**src/rtl/addmod_serial.sv**
```systemverilog
// Multi-cycle modular adder over GF(2^448 - 2^224 - 1), LIMB bits per cycle.
// Runs sum and sum-p carry chains in parallel and selects the reduced value at the end.
module addmod_serial #(
  parameter int LIMB = 64
) (
  input  logic         clk,
  input  logic         rst,
  input  logic         in_valid,
  output logic         in_ready,
  input  logic [447:0] a,
  input  logic [447:0] b,
  output logic         out_valid,
  input  logic         out_ready,
  output logic [447:0] z
);

  localparam int W     = 448;
  localparam int NLIMB = W / LIMB;
  localparam int CW    = (NLIMB > 1) ? $clog2(NLIMB) : 1;

  localparam logic [W-1:0] P = {{223{1'b1}}, 1'b0, {224{1'b1}}};
  localparam logic [NLIMB-1:0][LIMB-1:0] P_LIMBS = P;

  typedef enum logic [1:0] {
    IDLE,
    RUN,
    DONE
  } state_t;

  state_t          state_q, state_d;
  logic [CW-1:0]   cnt_q, cnt_d;
  logic            cs_q, cs_d;
  logic            bd_q, bd_d;
  logic            out_valid_q, out_valid_d;
  logic [W-1:0]    z_q, z_d;
  logic [W-1:0]    a_q, a_d;
  logic [W-1:0]    b_q, b_d;
  logic [W-1:0]    s_q, s_d;
  logic [W-1:0]    d_q, d_d;

  logic [LIMB:0]   sum_k;
  logic [LIMB:0]   dif_k;
  logic [W-1:0]    s_sh;
  logic [W-1:0]    d_sh;
  logic            last_limb;

  // NOTE: every variable driven here gets a default first, so no path leaves one unassigned (no latch).
  always_comb begin
    state_d     = state_q;
    cnt_d       = cnt_q;
    cs_d        = cs_q;
    bd_d        = bd_q;
    out_valid_d = out_valid_q;
    z_d         = z_q;
    a_d         = a_q;
    b_d         = b_q;
    s_d         = s_q;
    d_d         = d_q;
    in_ready    = 1'b0;

    // Borrow falls out as the top bit of the LIMB+1 bit difference.
    sum_k = {1'b0, a_q[LIMB-1:0]} + {1'b0, b_q[LIMB-1:0]} + {{LIMB{1'b0}}, cs_q};
    dif_k = {1'b0, sum_k[LIMB-1:0]} - {1'b0, P_LIMBS[cnt_q]} - {{LIMB{1'b0}}, bd_q};
    s_sh  = W'({sum_k[LIMB-1:0], s_q} >> LIMB);
    d_sh  = W'({dif_k[LIMB-1:0], d_q} >> LIMB);
    last_limb = (cnt_q == CW'(NLIMB - 1));

    case (state_q)
      IDLE: begin
        in_ready = 1'b1;
        if (in_valid) begin
          a_d     = a;
          b_d     = b;
          cs_d    = 1'b0;
          bd_d    = 1'b0;
          cnt_d   = '0;
          state_d = RUN;
        end
      end
      RUN: begin
        a_d   = a_q >> LIMB;
        b_d   = b_q >> LIMB;
        s_d   = s_sh;
        d_d   = d_sh;
        cs_d  = sum_k[LIMB];
        bd_d  = dif_k[LIMB];
        cnt_d = cnt_q + CW'(1);
        if (last_limb) begin
          state_d     = DONE;
          out_valid_d = 1'b1;
          // The 449-bit sum is >= p exactly when it carried out or sum-p did not borrow.
          z_d = (sum_k[LIMB] || !dif_k[LIMB]) ? d_sh : s_sh;
        end
      end
      DONE: begin
        if (out_ready) begin
          out_valid_d = 1'b0;
          state_d     = IDLE;
        end
      end
      default: state_d = IDLE;
    endcase

    if (rst) in_ready = 1'b0;
  end

  always_ff @(posedge clk) begin
    if (rst) begin
      state_q     <= IDLE;
      cnt_q       <= '0;
      cs_q        <= 1'b0;
      bd_q        <= 1'b0;
      out_valid_q <= 1'b0;
      z_q         <= '0;
    end else begin
      state_q     <= state_d;
      cnt_q       <= cnt_d;
      cs_q        <= cs_d;
      bd_q        <= bd_d;
      out_valid_q <= out_valid_d;
      z_q         <= z_d;
    end
  end

  // NOTE: the operand and partial-result shift registers have no reset; they are reloaded
  // on every accept and nothing reads them before that.
  always_ff @(posedge clk) begin
    a_q <= a_d;
    b_q <= b_d;
    s_q <= s_d;
    d_q <= d_d;
  end

  assign out_valid = out_valid_q;
  assign z         = z_q;

endmodule

```
**config.mk**
```make
export PLATFORM = sky130hd
export DESIGN_NAME = addmod_serial
export DESIGN_NICKNAME = d
export VERILOG_FILES = /design/src/rtl/addmod_serial.sv
export SDC_FILE = /design/constraint.sdc
export NUM_CORES = 2
export LEC_CHECK = 0
export CORE_AREA = 2 2 520 522
export DETAILED_ROUTE_END_ITERATION = 12
export DIE_AREA = 0 0 522 524
export HOLD_SLACK_MARGIN = 0.15
export PLACE_DENSITY = 0.5
export SKIP_CTS_REPAIR_TIMING = 1
export SYNTH_ARGS = -nofsm -noshare
export SYNTH_HDL_FRONTEND = slang
export SYNTH_SLANG_ARGS = --single-unit
```
**constraint.sdc**
```tcl
create_clock -name clk -period 38.2 [get_ports clk]
set_clock_uncertainty 0.2 [all_clocks]
set_input_delay 3.82 -clock clk [delete_from_list [all_inputs] [get_ports clk]]
set_output_delay 3.82 -clock clk [all_outputs]
set_load 0.01 [all_outputs]
```
# After elaboration in Yosys (flattened, before gate mapping)
# Memory sizes are Yosys's and may differ from the RTL's. A register that Yosys moved wholly into a read port is not among the register bits.
# Index checks and enable logic that the tools add are counted.
# Widths: inputs -> output; s select.
dict set report totals {
  reg_bits 2248
  mem_bits_ro 512
  input_bits 900
  memories 1
}
# name depth width rd rd_ports_with_merged_regs write_ports line_no
set memory_table {}
lappend memory_table {{(no name shown)} 8 64 1 1 0 63} ;# dif_k = {1'b0, sum_k[LIMB-1:0]} - {1'b0, P_LIMBS[cnt_q]} - {{LIMB{1'b0}}, bd_q};
dict set report classes {
  n_addsub 5
  n_lt_le_gt_ge 1
  eq_ne 6
  mux 22
  reduce_logical 9
}
# cell count
set ops {}
lappend ops {{$pmux 448 s2} 2}
lappend ops {{$mux 448} 3}
lappend ops {{$add 64x64->65} 1}
lappend ops {{$add 65x1->65} 1}
lappend ops {{$sub 64x64->65} 1}
lappend ops {{$sub 65x1->65} 1}
lappend ops {{$mux 64} 1}
lappend ops {{$mux 3} 3}
lappend ops {{$mux 2} 3}
lappend ops {{$ne 2x2->1 const B} 3}
lappend ops {{$pmux 1 s2} 3}
lappend ops {{$pmux 2 s3} 1}
lappend ops {{$pmux 3 s2} 1}
lappend ops {{$reduce_and 3->1} 2}
lappend ops {{$mux 1} 5}
lappend ops {{$lt 3x4->1 const B} 1}
lappend ops {{$reduce_and 2->1} 2}
lappend ops {{$reduce_bool 2->1} 2}
lappend ops {{$add 3x1->3 const B} 1}
lappend ops {{$eq 3x3->1 const B} 1}
lappend ops {{$eq 2x1->1 const B} 1}
lappend ops {{$eq 2x2->1 const B} 1}
lappend ops {{$logic_not 2->1} 1}
lappend ops {{$logic_not 1->1} 1}
lappend ops {{$logic_or 1x1->1} 1}

# Logic depth before layout (Yosys ltp)
dict set report logic_depth {
  depth_word 7
  mapped_depth 31
}

# Worst setup path before layout
# No wires, ideal clock.
dict set report synth_path {
  path_type {in2reg}
  startpoint {in in_valid}
  endpoint {reg cnt_q[0]}
  setup_ns 0.895
  arrival_time_ns 22.576
  required_time_ns 37.105
  path_slack_ns 14.529
  cell_stages 4
  n_path_buf 0
  cell_sequence {nor2_1 > or2_2 > inv_1 > a211oi_1}
}
dict set report synth_via {
  elab_chain_cells 2
}
# item line_no
set synth_rtl {}
lappend synth_rtl {{from (decl)} 8} ;# input logic in_valid,
lappend synth_rtl {{$ne 2x2->1 (no source line)} -}
lappend synth_rtl {{$reduce_and 2->1 (no source line)} -}
lappend synth_rtl {{to (signal assigned)} 117} ;# cnt_q <= cnt_d;
lappend synth_rtl {{to (decl)} 31} ;# logic [CW-1:0] cnt_q, cnt_d;
# Every way passes these cells.
# A chain may end at the register's enable or synchronous reset.

# Worst setup path in the final report
dict set report layout_path {
  startpoint {reg cs_q}
  endpoint {reg z_q[147], in the netlist z[147]}
}
dict set report layout_via {
  elab_chain_cells 6
}
# item line_no
set layout_rtl {}
lappend layout_rtl {{from (decl)} 32} ;# logic cs_q, cs_d;
lappend layout_rtl {{from (signal assigned)} 118} ;# cs_q <= cs_d;
lappend layout_rtl {{$add 65x1->65} 62} ;# sum_k = {1'b0, a_q[LIMB-1:0]} + {1'b0, b_q[LIMB-1:0]} + {{LIMB{1'b0}}, cs_q};
lappend layout_rtl {{net sum_k[46]} 41} ;# logic [LIMB:0] sum_k;
lappend layout_rtl {{$sub 64x64->65} 63}
lappend layout_rtl {{$sub 65x1->65} 63}
lappend layout_rtl {{$logic_not 1->1} 92} ;# z_d = (sum_k[LIMB] || !dif_k[LIMB]) ? d_sh : s_sh;
lappend layout_rtl {{$logic_or 1x1->1} 92}
lappend layout_rtl {{$mux 448} 92}
lappend layout_rtl {{to (signal assigned)} 121} ;# z_q <= z_d;
lappend layout_rtl {{to (decl)} 35} ;# logic [W-1:0] z_q, z_d;
# The timed path passes the listed nets, and every way through them passes these cells.

==> results.toml <==
[pwr]
power_frac_clock_pct = 31.6
leakagePower_nw = 41.4
p_int_mw = 4.53
netSwitchingPower_mw = 2.42
netSwitchingFraction_pct = 34.8
p_total_mw = 6.94
seqPwrFrac_pct = 42.1
p_per_area_mw_per_mm2 = 62.2
combPwrFrac_pct = 26.3
vdd_drop_max_mv = 0.110

[critical_path]
reg2reg_from = "cs_q"
cp-start-kind = "flop"
rrSetupSlack_ps = 27330
slowest_stage = "buf_4"
required_ps = 38760
worst_ep_arrival_time_ps = 11430
cpPeakStageDelay_ps = 1000
crit_family = "buffers and inverters"
r2r_end = "z[147]"
ff2ff_path_depth = 28
crit_path_max_fanout = 94
timing.critical_path.mode_cell = "buf_4"
crit_buf_inv = 5
worstSetupPathType = "flop to flop"
endpoint_kind = "flop"

[synth]
synthMuxAreaShare_pct = 0.0356
synth_top_family_by_area = "simple AND/OR/NAND/NOR gates"
synth-compound-area-share_pct = 3.92
synthTopCellsByArea = "edfxtp_1 (57%), nand2_1 (11%), dfxtp_1 (10%)"
synth.top_cell.area_share_pct = 56.9
syn-num-nets = 9119
synth_seq_cells = 2121
synth_area_per_cell_um2 = 10.9
syn_area_mm2 = 0.0878
synthSimpleGateAreaFrac_pct = 22.6
synth_ff_type = "edfxtp_1"
synth_edf_count = 1664
synth_cells = 8087
synth-seq-area-share_pct = 67.3
synth_xor_area_share_pct = 1.21
synthArstFlopShare_pct = 0
synth_fa_ha_area_share_pct = 1.90
synth_warnings = 0
synth_cell_types = 78
yosys.area.top_type = "edfxtp_1"

[sta]
maxSlewViolCount = 0
fin_crit_sh_pct = 28.5
fmax_ghz = 0.0920
hold_slack_ps = 189
rsz0062_at_grt = "false"
hold_viol_final = 0
worstMarginPinSlew_ps = 1380
finalCriticalPeriod_ps = 10870
finalSetupTns_ps = 0
relSlewSlack_pct = 8.06
setup_ws_ps = 27330
final-setup-viol-count = 0

[drt]
routed_wl_um = 357000
drc = 0
drtAntennaViolNets = 0
vias = 66160
wire_per_inst_um = 27.4
viasPerCell = 5.09
drtPass1Iterations = 6
drtIter0Drc = 6140

[min_path]
min_from = "d_q[216]"
hold_depth = 0
worstHoldEndpoint = "d_q[152]"
hold_class = "flop to flop"

[grt]
overflow = 0
grt_start_max_net_pins = 209
grt_pass1_vias = 63892
antenna_found_initial = 147
grt_use_total_pct = 25.2
grt_pass1_wl_um = 492000

[cts]
cts_tree = "built"
cts_buffer_depth = 3
cts_sinks = 2121
htree_levels = 4
cts-root-buf = "clkbuf_16"
worstSkewPairLatency_ps = 890
cts.clk_slew.worst_paths_ps = 60
cts_made_buffers = 231

[place]
gp_congestion = 0.949
port_buffers = 1349
dp_cells = 12518
dp_slack_ps = 27330
dpl-instance-area_mm2 = 0.104
post-dp-hpwl_um = 267000

[floorplan]
fp.dieH_um = 524
num_rows = 190
initial_core_util_pct = 32.8
pin_count = 1350
core_mm2 = 0.267
dieArea_mm2 = 0.274
die_width_um = 522

[final_layout]
nFillCells = 25584
drive_gt1_share_pct = 4.33
area_growth_pct = 27.1
nets = 10231
final_cell_area_mm2 = 0.112
fin_cells = 13010
final_core_util_pct = 41.7

[job]
cap_viol_max_count = 0

[status]
status = "finished, final reports clean"
[power by group through the flow]
stage          Clock [mW]  Combinational [mW]  Sequential [mW]
2_1_floorplan           0                1.17             3.00
3_3_place_gp            0                1.84             2.97
3_5_place_dp            0                1.83             2.97
4_1_cts              2.24                1.84             2.93
5_1_grt              2.32                1.98             2.95
6_report             2.19                1.83             2.93
[cells by family (layout without fill, tap and decap cells)]
| kind of cell | Yosys count | count (layout) |
|---|---|---|
| and+or+nand+nor | 4544 | 4544 |
| adders and majority gates | 132 | 132 |
| buffers and inverters | 636 | 1951 |
| AOI/OAI and AO/OA | 531 | 531 |
| muxes | 3 | 3 |
| other | 0 | 56 |
| xor gates and xnor gates | 120 | 120 |
| DFF | 2121 | 2121 |
[cell usage after synthesis, types with 3 or more instances]
cell       number
buf_2          65
nand2_1      2510
o311ai_0        3
buf_6          20
edfxtp_1     1664
o21a_1         13
a211oi_1       27
o21ai_0        78
nand2b_1       17
nand4_1        43
buf_8           3
nor2b_1        15
a31oi_1        15
nor3_1        814
a311oi_1       40
buf_1           5
nand3b_1        7
a21boi_0        4
a21o_1         74
o31ai_1         9
and2_1        138
and4_1          6
clkbuf_1      442
a22oi_1         6
nor3b_1         3
nand3_1        30
dfxtp_1       457
and3_1         10
or3_1           3
o211ai_1       12
a2111oi_0       3
inv_1          97
ha_1          130
o21ai_1         5
a21oi_1       179
o2111ai_1       5
or2_2           6
o21bai_1       30
a221oi_1        3
nor4_1        392
xnor2_1        69
nor2_1        539
xor2_1         49
[worst register-to-register path, delay by kind of cell (launching register included)]
| kind | cells | cell delay (ps) |
|---|---|---|
| XOR/XNOR | 2 | 750 |
| buffers and inverters | 5 | 3060 |
| flip-flops | 1 | 350 |
| AND/OR/NAND/NOR | 11 | 2840 |
| AO/OA/AOI/OAI | 7 | 2430 |
| adder cells (fa/ha/maj) | 3 | 1130 |
[flip-flops by register name, indices dropped and copies added, names as in the netlist, named ones only]
signal / count
cs_q: 1
a_q: 448
s_q: 384
d_q: 384
cnt_q: 3
state_q: 2
b_q: 448
z: 448
bd_q: 1
out_valid: 1
[layout make-up]
class / instances / area, um^2 / area share (%)
sequential: 2121 / 59100 / 53.0
inverter: 99 / 387 / 0.346
antenna: 56 / 140 / 0.126
timing repair buffer: 1416 / 14100 / 12.7
tap: 3552 / 4440 / 3.98
clock inverter: 113 / 1130 / 1.01
clock buffer: 323 / 6220 / 5.57
multi-input combinational: 5330 / 26000 / 23.3
[how the worst max path moves through the flow]
stage	startpoint	endpoint	slack (ps)	cells past startpoint
finish	cs_q	z[147]	27330	28
global placement	cs_q	z[63]	27490	28
CTS	cs_q	z[147]	27260	28
global route	cs_q	z[127]	26640	28
floorplan	in_valid	cnt_q[0]	14530	4
detailed placement	cs_q	z[147]	27330	28
[placed cells by master, fill, tap and decap left out, types with 43 or more instances in the layout]
cell,n
nand2_1,2509
edfxtp_1,1664
clkdlybuf4s50_1,1348
nor3_1,814
nor2_1,538
dfxtp_1,457
nor4_1,392
clkbuf_16,231
a21oi_1,179
and2_1,138
ha_1,130
inv_1,96
clkbuf_1,83
o21ai_0,78
a21o_1,74
xnor2_1,69
buf_4,57
diode_2,56
xor2_1,49
nand4_1,43
[layer usage]
metal	vias up	global-route usage, %	part of all wire (%)	routed length [um]
met3	547	6.90	7.9	28300
met5	-	0	0.16	559
met2	2368	42.9	49	175000
met1	32463	31.0	40	141000
met4	90	7.60	3.0	10800
li1	30692	-	-	-
No activity file was read; power rests on OpenSTA's default activity.
